$ cat config.mk
export PLATFORM = sky130hd
export DESIGN_NAME = multicycle_control
export DESIGN_NICKNAME = d
export VERILOG_FILES = /design/src/rtl/multicycle_control.sv
export SDC_FILE = /design/constraint.sdc
export NUM_CORES = 1
export LEC_CHECK = 0
export ABC_AREA = 0
export CORE_ASPECT_RATIO = 1.2
export CORE_UTILIZATION = 53
export CTS_BUF_LIST = sky130_fd_sc_hd__clkbuf_16
export DETAILED_ROUTE_END_ITERATION = 10
export GPL_ROUTABILITY_DRIVEN = 0
export PLACE_DENSITY = 0.84
export SLEW_MARGIN = 30
export SYNTH_ARGS = -nofsm -noshare
export SYNTH_HDL_FRONTEND = slang
export SYNTH_SLANG_ARGS = --single-unit
$ cat constraint.sdc
create_clock -name clk -period 3.3 [get_ports clk]
set_input_delay 0.66 -clock clk [delete_from_list [all_inputs] [get_ports clk]]
set_output_delay 0.66 -clock clk [all_outputs]
set_load 0.05 [all_outputs]
$ cat src/rtl/multicycle_control.sv
// Moore control FSM for a multicycle MIPS-style datapath with a bounded memory handshake.
// Optional JAL support is compiled in when MULTICYCLE_JAL_EN is defined.
module multicycle_control #(
    parameter int MEM_TIMEOUT = 15
) (
    input  logic       clk,
    input  logic       rst,
    input  logic [5:0] opcode,
    input  logic       mem_ready,
    output logic       pc_write,
    output logic       pc_write_cond,
    output logic       branch_ne,
    output logic       i_or_d,
    output logic       mem_read,
    output logic       we_memory,
    output logic       ir_write,
    output logic       ALU_src_A,
    output logic       register_write,
    output logic       fault,
    output logic [1:0] ALU_src_B,
    output logic [1:0] ALU_OP,
    output logic [1:0] pc_source,
    output logic [1:0] destination_register,
    output logic [1:0] memory_to_register,
    output logic [3:0] state
);

    typedef enum logic [3:0] {
        S_FETCH    = 4'd0,
        S_DECODE   = 4'd1,
        S_MEM_ADDR = 4'd2,
        S_MEM_RD   = 4'd3,
        S_MEM_WB   = 4'd4,
        S_MEM_WR   = 4'd5,
        S_R_EXEC   = 4'd6,
        S_R_WB     = 4'd7,
        S_BRANCH   = 4'd8,
        S_JUMP     = 4'd9,
        S_I_EXEC   = 4'd10,
        S_I_WB     = 4'd11,
`ifdef MULTICYCLE_JAL_EN
        S_JAL      = 4'd12,
`endif
        S_FAULT    = 4'd15
    } state_t;

    typedef struct packed {
        logic       pc_write_fixed;
        logic       pc_write_cond;
        logic       i_or_d;
        logic       mem_read;
        logic       we_memory;
        logic       alu_src_a;
        logic       register_write;
        logic       fault;
        logic [1:0] alu_src_b;
        logic [1:0] alu_op;
        logic [1:0] pc_source;
        logic [1:0] destination_register;
        logic [1:0] memory_to_register;
    } ctrl_t;

    localparam logic [5:0] OP_RTYPE = 6'b000000;
    localparam logic [5:0] OP_LW    = 6'b100011;
    localparam logic [5:0] OP_SW    = 6'b101011;
    localparam logic [5:0] OP_BEQ   = 6'b000100;
    localparam logic [5:0] OP_BNE   = 6'b000101;
    localparam logic [5:0] OP_J     = 6'b000010;
    localparam logic [5:0] OP_ADDI  = 6'b001000;
    localparam logic [5:0] OP_SLTI  = 6'b001010;
    localparam logic [5:0] OP_ANDI  = 6'b001100;
    localparam logic [5:0] OP_ORI   = 6'b001101;
    localparam logic [5:0] OP_JAL   = 6'b000011;
    localparam logic [7:0] TIMEOUT  = 8'(MEM_TIMEOUT);

    state_t     cur_state;
    state_t     next_state;
    ctrl_t      ctrl_q;
    logic [7:0] wait_count;
    logic       mem_state;
    logic       timed_out;
    logic       fetch_strobe;

    // Control word for a state; the mem_ready strobes are added outside.
    function automatic ctrl_t decode_ctrl(input state_t s);
        ctrl_t c;
        c = '0;
        case (s)
            S_FETCH: begin
                c.mem_read  = 1'b1;
                c.alu_src_b = 2'b01;
            end
            S_DECODE:   c.alu_src_b = 2'b11;
            S_MEM_ADDR: begin
                c.alu_src_a = 1'b1;
                c.alu_src_b = 2'b10;
            end
            S_MEM_RD: begin
                c.mem_read = 1'b1;
                c.i_or_d   = 1'b1;
            end
            S_MEM_WB: begin
                c.register_write     = 1'b1;
                c.memory_to_register = 2'b01;
            end
            S_MEM_WR: begin
                c.we_memory = 1'b1;
                c.i_or_d    = 1'b1;
            end
            S_R_EXEC: begin
                c.alu_src_a = 1'b1;
                c.alu_op    = 2'b11;
            end
            S_R_WB: begin
                c.register_write       = 1'b1;
                c.destination_register = 2'b01;
            end
            S_BRANCH: begin
                c.alu_src_a     = 1'b1;
                c.alu_op        = 2'b01;
                c.pc_write_cond = 1'b1;
                c.pc_source     = 2'b01;
            end
            S_JUMP: begin
                c.pc_write_fixed = 1'b1;
                c.pc_source      = 2'b10;
            end
            S_I_EXEC: begin
                c.alu_src_a = 1'b1;
                c.alu_src_b = 2'b10;
                c.alu_op    = 2'b10;
            end
            S_I_WB:     c.register_write = 1'b1;
`ifdef MULTICYCLE_JAL_EN
            S_JAL: begin
                c.pc_write_fixed       = 1'b1;
                c.pc_source            = 2'b10;
                c.register_write       = 1'b1;
                c.destination_register = 2'b10;
                c.memory_to_register   = 2'b10;
            end
`endif
            S_FAULT:    c.fault = 1'b1;
            default:    c.fault = 1'b1;
        endcase
        return c;
    endfunction

    assign mem_state = (cur_state == S_FETCH) || (cur_state == S_MEM_RD) ||
                       (cur_state == S_MEM_WR);
    assign timed_out = (wait_count == TIMEOUT);

    always_comb begin
        next_state = cur_state;
        case (cur_state)
            S_FETCH: begin
                if (mem_ready)      next_state = S_DECODE;
                else if (timed_out) next_state = S_FAULT;
            end
            S_DECODE: begin
                case (opcode)
                    OP_RTYPE:                           next_state = S_R_EXEC;
                    OP_LW, OP_SW:                       next_state = S_MEM_ADDR;
                    OP_BEQ, OP_BNE:                     next_state = S_BRANCH;
                    OP_J:                               next_state = S_JUMP;
                    OP_ADDI, OP_SLTI, OP_ANDI, OP_ORI:  next_state = S_I_EXEC;
`ifdef MULTICYCLE_JAL_EN
                    OP_JAL:                             next_state = S_JAL;
`else
                    OP_JAL:                             next_state = S_FAULT;
`endif
                    default:                            next_state = S_FAULT;
                endcase
            end
            S_MEM_ADDR: next_state = (opcode == OP_SW) ? S_MEM_WR : S_MEM_RD;
            S_MEM_RD: begin
                if (mem_ready)      next_state = S_MEM_WB;
                else if (timed_out) next_state = S_FAULT;
            end
            S_MEM_WR: begin
                if (mem_ready)      next_state = S_FETCH;
                else if (timed_out) next_state = S_FAULT;
            end
            S_R_EXEC:   next_state = S_R_WB;
            S_I_EXEC:   next_state = S_I_WB;
            S_MEM_WB, S_R_WB, S_I_WB, S_BRANCH, S_JUMP: next_state = S_FETCH;
`ifdef MULTICYCLE_JAL_EN
            S_JAL:      next_state = S_FETCH;
`endif
            S_FAULT:    next_state = S_FAULT;
            default:    next_state = S_FAULT;
        endcase
    end

    // The control word is registered from next_state so it lines up with cur_state.
    always_ff @(posedge clk) begin
        if (rst) begin
            cur_state  <= S_FETCH;
            ctrl_q     <= decode_ctrl(S_FETCH);
            wait_count <= 8'd0;
        end else begin
            cur_state <= next_state;
            ctrl_q    <= decode_ctrl(next_state);
            if (next_state != cur_state)
                wait_count <= 8'd0;
            else if (mem_state && !mem_ready)
                wait_count <= wait_count + 8'd1;
        end
    end

    assign fetch_strobe         = !rst && (cur_state == S_FETCH) && mem_ready;
    assign pc_write             = !rst && (ctrl_q.pc_write_fixed || fetch_strobe);
    assign ir_write             = fetch_strobe;
    assign branch_ne            = (cur_state == S_BRANCH) && (opcode == OP_BNE);
    assign pc_write_cond        = ctrl_q.pc_write_cond;
    assign i_or_d               = ctrl_q.i_or_d;
    assign mem_read             = ctrl_q.mem_read;
    assign we_memory            = ctrl_q.we_memory;
    assign ALU_src_A            = ctrl_q.alu_src_a;
    assign register_write       = ctrl_q.register_write;
    assign fault                = ctrl_q.fault;
    assign ALU_src_B            = ctrl_q.alu_src_b;
    assign ALU_OP               = ctrl_q.alu_op;
    assign pc_source            = ctrl_q.pc_source;
    assign destination_register = ctrl_q.destination_register;
    assign memory_to_register   = ctrl_q.memory_to_register;
    assign state                = cur_state;

endmodule

==> flow_results.xml <==
<?xml version="1.0" encoding="UTF-8"?>
<metrics>
  <group name="clock_network">
    <metric name="cts_tree" unit="">yes</metric>
    <metric name="cts_htree_levels" unit="">1</metric>
    <metric name="clkLatencyLatePin" unit="ns">0.26</metric>
    <metric name="cts_buffers" unit="">3</metric>
    <metric name="cts_num_sinks" unit="">26</metric>
    <metric name="cts-resized-gates" unit="">0</metric>
    <metric name="worst_setup_hold_path_clk_slew" unit="ns">0.06</metric>
    <metric name="cts_setup_buffers" unit="">0</metric>
    <metric name="cts_buffer_depth" unit="">2</metric>
    <metric name="cts.hold.buffers_added" unit="">0</metric>
    <metric name="cts-root-buf" unit="">sky130_fd_sc_hd__clkbuf_16</metric>
  </group>
  <group name="sta">
    <metric name="max_clock_freq" unit="MHz">354.0</metric>
    <metric name="slew_headroom" unit="%">54.26</metric>
    <metric name="rsz0062_at_grt" unit="">no</metric>
    <metric name="finalHoldViolCount" unit="">0</metric>
    <metric name="period_needed" unit="ns">2.825</metric>
    <metric name="period_share" unit="%">85.59</metric>
    <metric name="final.setup_skew" unit="ns">0.003380</metric>
    <metric name="worst_slew_pin_slew" unit="ns">0.6861</metric>
    <metric name="setup_total_negative_slack" unit="ns">0</metric>
    <metric name="setup-violations-final" unit="">0</metric>
    <metric name="finalMaxSlewViolations" unit="">0</metric>
  </group>
  <group name="floorplan">
    <metric name="fp-row-count" unit="">20</metric>
    <metric name="initial_core_util" unit="%">56.81</metric>
    <metric name="die_height" unit="um">59.30</metric>
    <metric name="dieWidth" unit="um">49.75</metric>
    <metric name="boundaryPins" unit="">33</metric>
    <metric name="design.die.area" unit="um2">2950</metric>
    <metric name="core" unit="um2">2552</metric>
  </group>
  <group name="finish">
    <metric name="finalNetCount" unit="">205</metric>
    <metric name="antenna_cells_inserted" unit="">0</metric>
    <metric name="syn_to_final_growth" unit="%">27.96</metric>
    <metric name="final_area" unit="um2">1856</metric>
    <metric name="final_cell_count_no_fill" unit="">227</metric>
    <metric name="post_route_cells_drive_above_1_share" unit="%">9.278</metric>
  </group>
  <group name="route">
    <metric name="first_pass_iters" unit="">4</metric>
    <metric name="drc_errors" unit="">0</metric>
    <metric name="postRouteAntennaNets" unit="">0</metric>
    <metric name="drtIter0Drc" unit="">49</metric>
    <metric name="route.final.wire_length" unit="mm">3.565</metric>
    <metric name="vias_per_cell" unit="">6.128</metric>
    <metric name="wire_length_per_cell_after_detailed_routing" unit="um">15.70</metric>
    <metric name="via_count" unit="">1391</metric>
  </group>
  <group name="yosys">
    <metric name="synth_cell_types" unit="">52</metric>
    <metric name="dominantRegCellSynth" unit="">sky130_fd_sc_hd__dfxtp_1</metric>
    <metric name="post_synth_inst_count" unit="">170</metric>
    <metric name="synth-edff-count" unit="">0</metric>
    <metric name="ys_warn_count" unit="">0</metric>
    <metric name="synthesis.area" unit="um2">1450</metric>
    <metric name="proportion_of_synthesized_chip_area_in_sequential_cells" unit="%">35.89</metric>
    <metric name="synth_seq_cells" unit="">26</metric>
    <metric name="synth_async_sr_flop_share" unit="%">0</metric>
    <metric name="syn_area_per_cell" unit="um2">8.530</metric>
  </group>
  <group name="pwr">
    <metric name="power.share.sequential" unit="%">24.0</metric>
    <metric name="internal_power" unit="W">0.001059</metric>
    <metric name="power.density_cell_area" unit="nW/um2">1109</metric>
    <metric name="swShare" unit="%">48.54</metric>
    <metric name="ir_drop" unit="mV">0.8314</metric>
    <metric name="power.share.combinational" unit="%">59.0</metric>
    <metric name="clock_power_share" unit="%">17.1</metric>
    <metric name="power.switching" unit="W">0.0009989</metric>
    <metric name="power.static_leakage" unit="nW">0.6478</metric>
  </group>
  <group name="global_routing">
    <metric name="overflow" unit="">0</metric>
    <metric name="grt_first_pass_wirelength" unit="mm">5.982</metric>
    <metric name="grt_util_all_layers" unit="%">26.40</metric>
    <metric name="first_global_vias" unit="">1320</metric>
    <metric name="grt_start_max_net_pins" unit="">16</metric>
    <metric name="antenna_found_initial" unit="">0</metric>
  </group>
  <group name="worst_setup_path">
    <metric name="crit_path_start_kind" unit="">primary input</metric>
    <metric name="crit_fanout" unit="">6</metric>
    <metric name="timing_worst_setup_path_type" unit="">in -&gt; out</metric>
    <metric name="arrival_time_worst_endpoint" unit="ns">2.16</metric>
    <metric name="worst-endpoint-required" unit="ns">2.64</metric>
    <metric name="worst_setup_path_end_kind" unit="">output port</metric>
  </group>
  <group name="run_status">
    <metric name="status" unit="">complete, no violations</metric>
  </group>
  <group name="placement">
    <metric name="placement.io_buffers" unit="">30</metric>
    <metric name="placed_area" unit="um2">1750</metric>
    <metric name="hpwlAfterDp" unit="mm">2.613</metric>
    <metric name="place.detailed.instances" unit="">223</metric>
  </group>
  <group name="run">
    <metric name="maxCapViolations" unit="">0</metric>
  </group>
  <group name="hold_path">
    <metric name="holdCritPathClass" unit="">reg -&gt; reg</metric>
  </group>
</metrics>
==> power by group through the flow <==
stage                     sequential, W  combinational [W]  clock [W]
final                          0.000493            0.00121   0.000351
after global routing           0.000502            0.00129   0.000364
after CTS                      0.000490            0.00121   0.000354
after detailed placement       0.000495            0.00119          0
after global placement         0.000490            0.00117          0
after floorplan                0.000695           0.000691          0
==> cells in the final DEF (no fill, tap or decap), drive strengths merged, types with 2 or more instances in the layout <==
| cell type | netlist | layout |
|---|---|---|
| clkdlybuf4s50 | 0 | 27 |
| nor2 | 27 | 27 |
| dfxtp | 26 | 26 |
| nand2 | 8 | 8 |
| xor2 | 8 | 8 |
| a21oi | 6 | 6 |
| inv | 5 | 5 |
| nor3 | 5 | 5 |
| and3 | 5 | 5 |
| or3 | 4 | 4 |
| nand3b | 4 | 4 |
| o31ai | 4 | 4 |
| o21ai | 4 | 4 |
| nand4 | 4 | 4 |
| nor4 | 4 | 4 |
| a211oi | 4 | 4 |
| nand2b | 3 | 3 |
| o211ai | 3 | 3 |
| clkbuf | 2 | 3 |
| buf | 9 | 3 |
| nand3 | 2 | 2 |
| a21o | 2 | 2 |
| o31a | 2 | 2 |
| nor2b | 2 | 2 |
| o21a | 2 | 2 |
| xnor2 | 2 | 2 |
| conb | 1 | 2 |
| o32ai | 2 | 2 |
| or2 | 2 | 2 |
==> cell families after synthesis <==
logic type               after synthesis  synth area share [%]
buffers and inverters                 16                 5.608
AO/OA/AOI/OAI                         40                 22.00
XOR/XNOR                              10                 6.040
adder cells (fa/ha/maj)                1                0.8627
flip-flops                            26                 35.89
other                                  1                0.2586
AND/OR/NAND/NOR                       75                 28.64
multiplexers                           1                0.6903
==> critical path, stage by stage <==
cell	delay [ns]
sky130_fd_sc_hd__clkdlybuf4s50_1	0.51
sky130_fd_sc_hd__or3_1	0.43
sky130_fd_sc_hd__nor3_1	0.18
sky130_fd_sc_hd__and3_1	0.23
sky130_fd_sc_hd__buf_12	0.15
==> path summary, 6_finish.rpt <==
check	startpoint	end	slack [ns]	depth (start not counted)
setup reg to reg	state[0]	wait_count[4]	0.86	6
setup / recovery	opcode[3]	branch_ne	0.48	5
hold / removal	wait_count[7]	wait_count[7]	0.54	2
hold reg to reg	wait_count[7]	wait_count[7]	0.54	2
==> Yosys cell counts (2+ instances only) <==
master                     instances  area (um2)
sky130_fd_sc_hd__dfxtp_1          26       520.5
sky130_fd_sc_hd__o31ai_1           4       30.03
sky130_fd_sc_hd__nand3_1           2       10.01
sky130_fd_sc_hd__o211ai_1          3       22.52
sky130_fd_sc_hd__a211oi_1          2       15.01
sky130_fd_sc_hd__a21o_1            2       15.01
sky130_fd_sc_hd__xnor2_1           2       17.52
sky130_fd_sc_hd__nor4_1            2       12.51
sky130_fd_sc_hd__inv_1             5       18.77
sky130_fd_sc_hd__nand2_1           8       30.03
sky130_fd_sc_hd__o21ai_0           4       20.02
sky130_fd_sc_hd__o31a_1            2       17.52
sky130_fd_sc_hd__a211oi_2          2       25.02
sky130_fd_sc_hd__nand2b_1          3       18.77
sky130_fd_sc_hd__nand4_1           4       25.02
sky130_fd_sc_hd__nor2_1           26       97.59
sky130_fd_sc_hd__buf_2             5       25.02
sky130_fd_sc_hd__o21a_1            2       15.01
sky130_fd_sc_hd__or3_1             4       25.02
sky130_fd_sc_hd__nor2b_1           2       12.51
sky130_fd_sc_hd__nor3_1            5       25.02
sky130_fd_sc_hd__xor2_1            8       70.07
sky130_fd_sc_hd__buf_4             4       30.03
sky130_fd_sc_hd__nor4_2            2       25.02
sky130_fd_sc_hd__clkbuf_1          2       7.510
sky130_fd_sc_hd__a21oi_1           6       30.03
sky130_fd_sc_hd__nand3b_1          4       30.03
sky130_fd_sc_hd__and3_1            5       31.28
==> cell type report <==
cell class / count / area [um2]
clock buffer: 3 / 75.07
clock inverter: 1 / 30.03
fill: 204 / 696.9
inverter: 5 / 18.77
multi-input combinational: 129 / 852.1
sequential: 26 / 520.5
tap: 33 / 41.29
timing repair buffer: 30 / 317.8
==> registers in the layout, indices dropped and copies added, names as in the netlist <==
signal	count
wait_count	8
state	4
ALU_OP	2
ALU_src_B	2
ALU_src_A	1
ctrl_q	1
destination_register	1
fault	1
i_or_d	1
mem_read	1
memory_to_register	1
pc_write_cond	1
register_write	1
we_memory	1
==> metal layers <==
| metal | track usage, % | part of all wire (%) |
|---|---|---|
| met1 | 30.48 | 41 |
| met2 | 49.42 | 52 |
| met3 | 4.359 | 6.0 |
| met4 | 8.163 | 1.3 |
| met5 | 0 | 0 |
==> metrics by stage <==
| stage | setup slack [ns] | power, W | util [%] | hold slack (ns) |
|---|---|---|---|---|
| 2_1_floorplan | 0.7271 | 0.001385 | - | 0.4792 |
| 3_3_place_gp | 0.3869 | 0.001657 | 68.58 | 0.4951 |
| 3_5_place_dp | 0.2852 | 0.001687 | 68.58 | 0.5220 |
| 5_1_grt | 0.3518 | 0.002160 | 72.70 | 0.5702 |
| 6_report | 0.4754 | 0.002058 | 72.70 | 0.5415 |
| 4_1_cts | 0.4973 | 0.002051 | 72.70 | 0.5412 |
(Power assumes the default switching activity.)
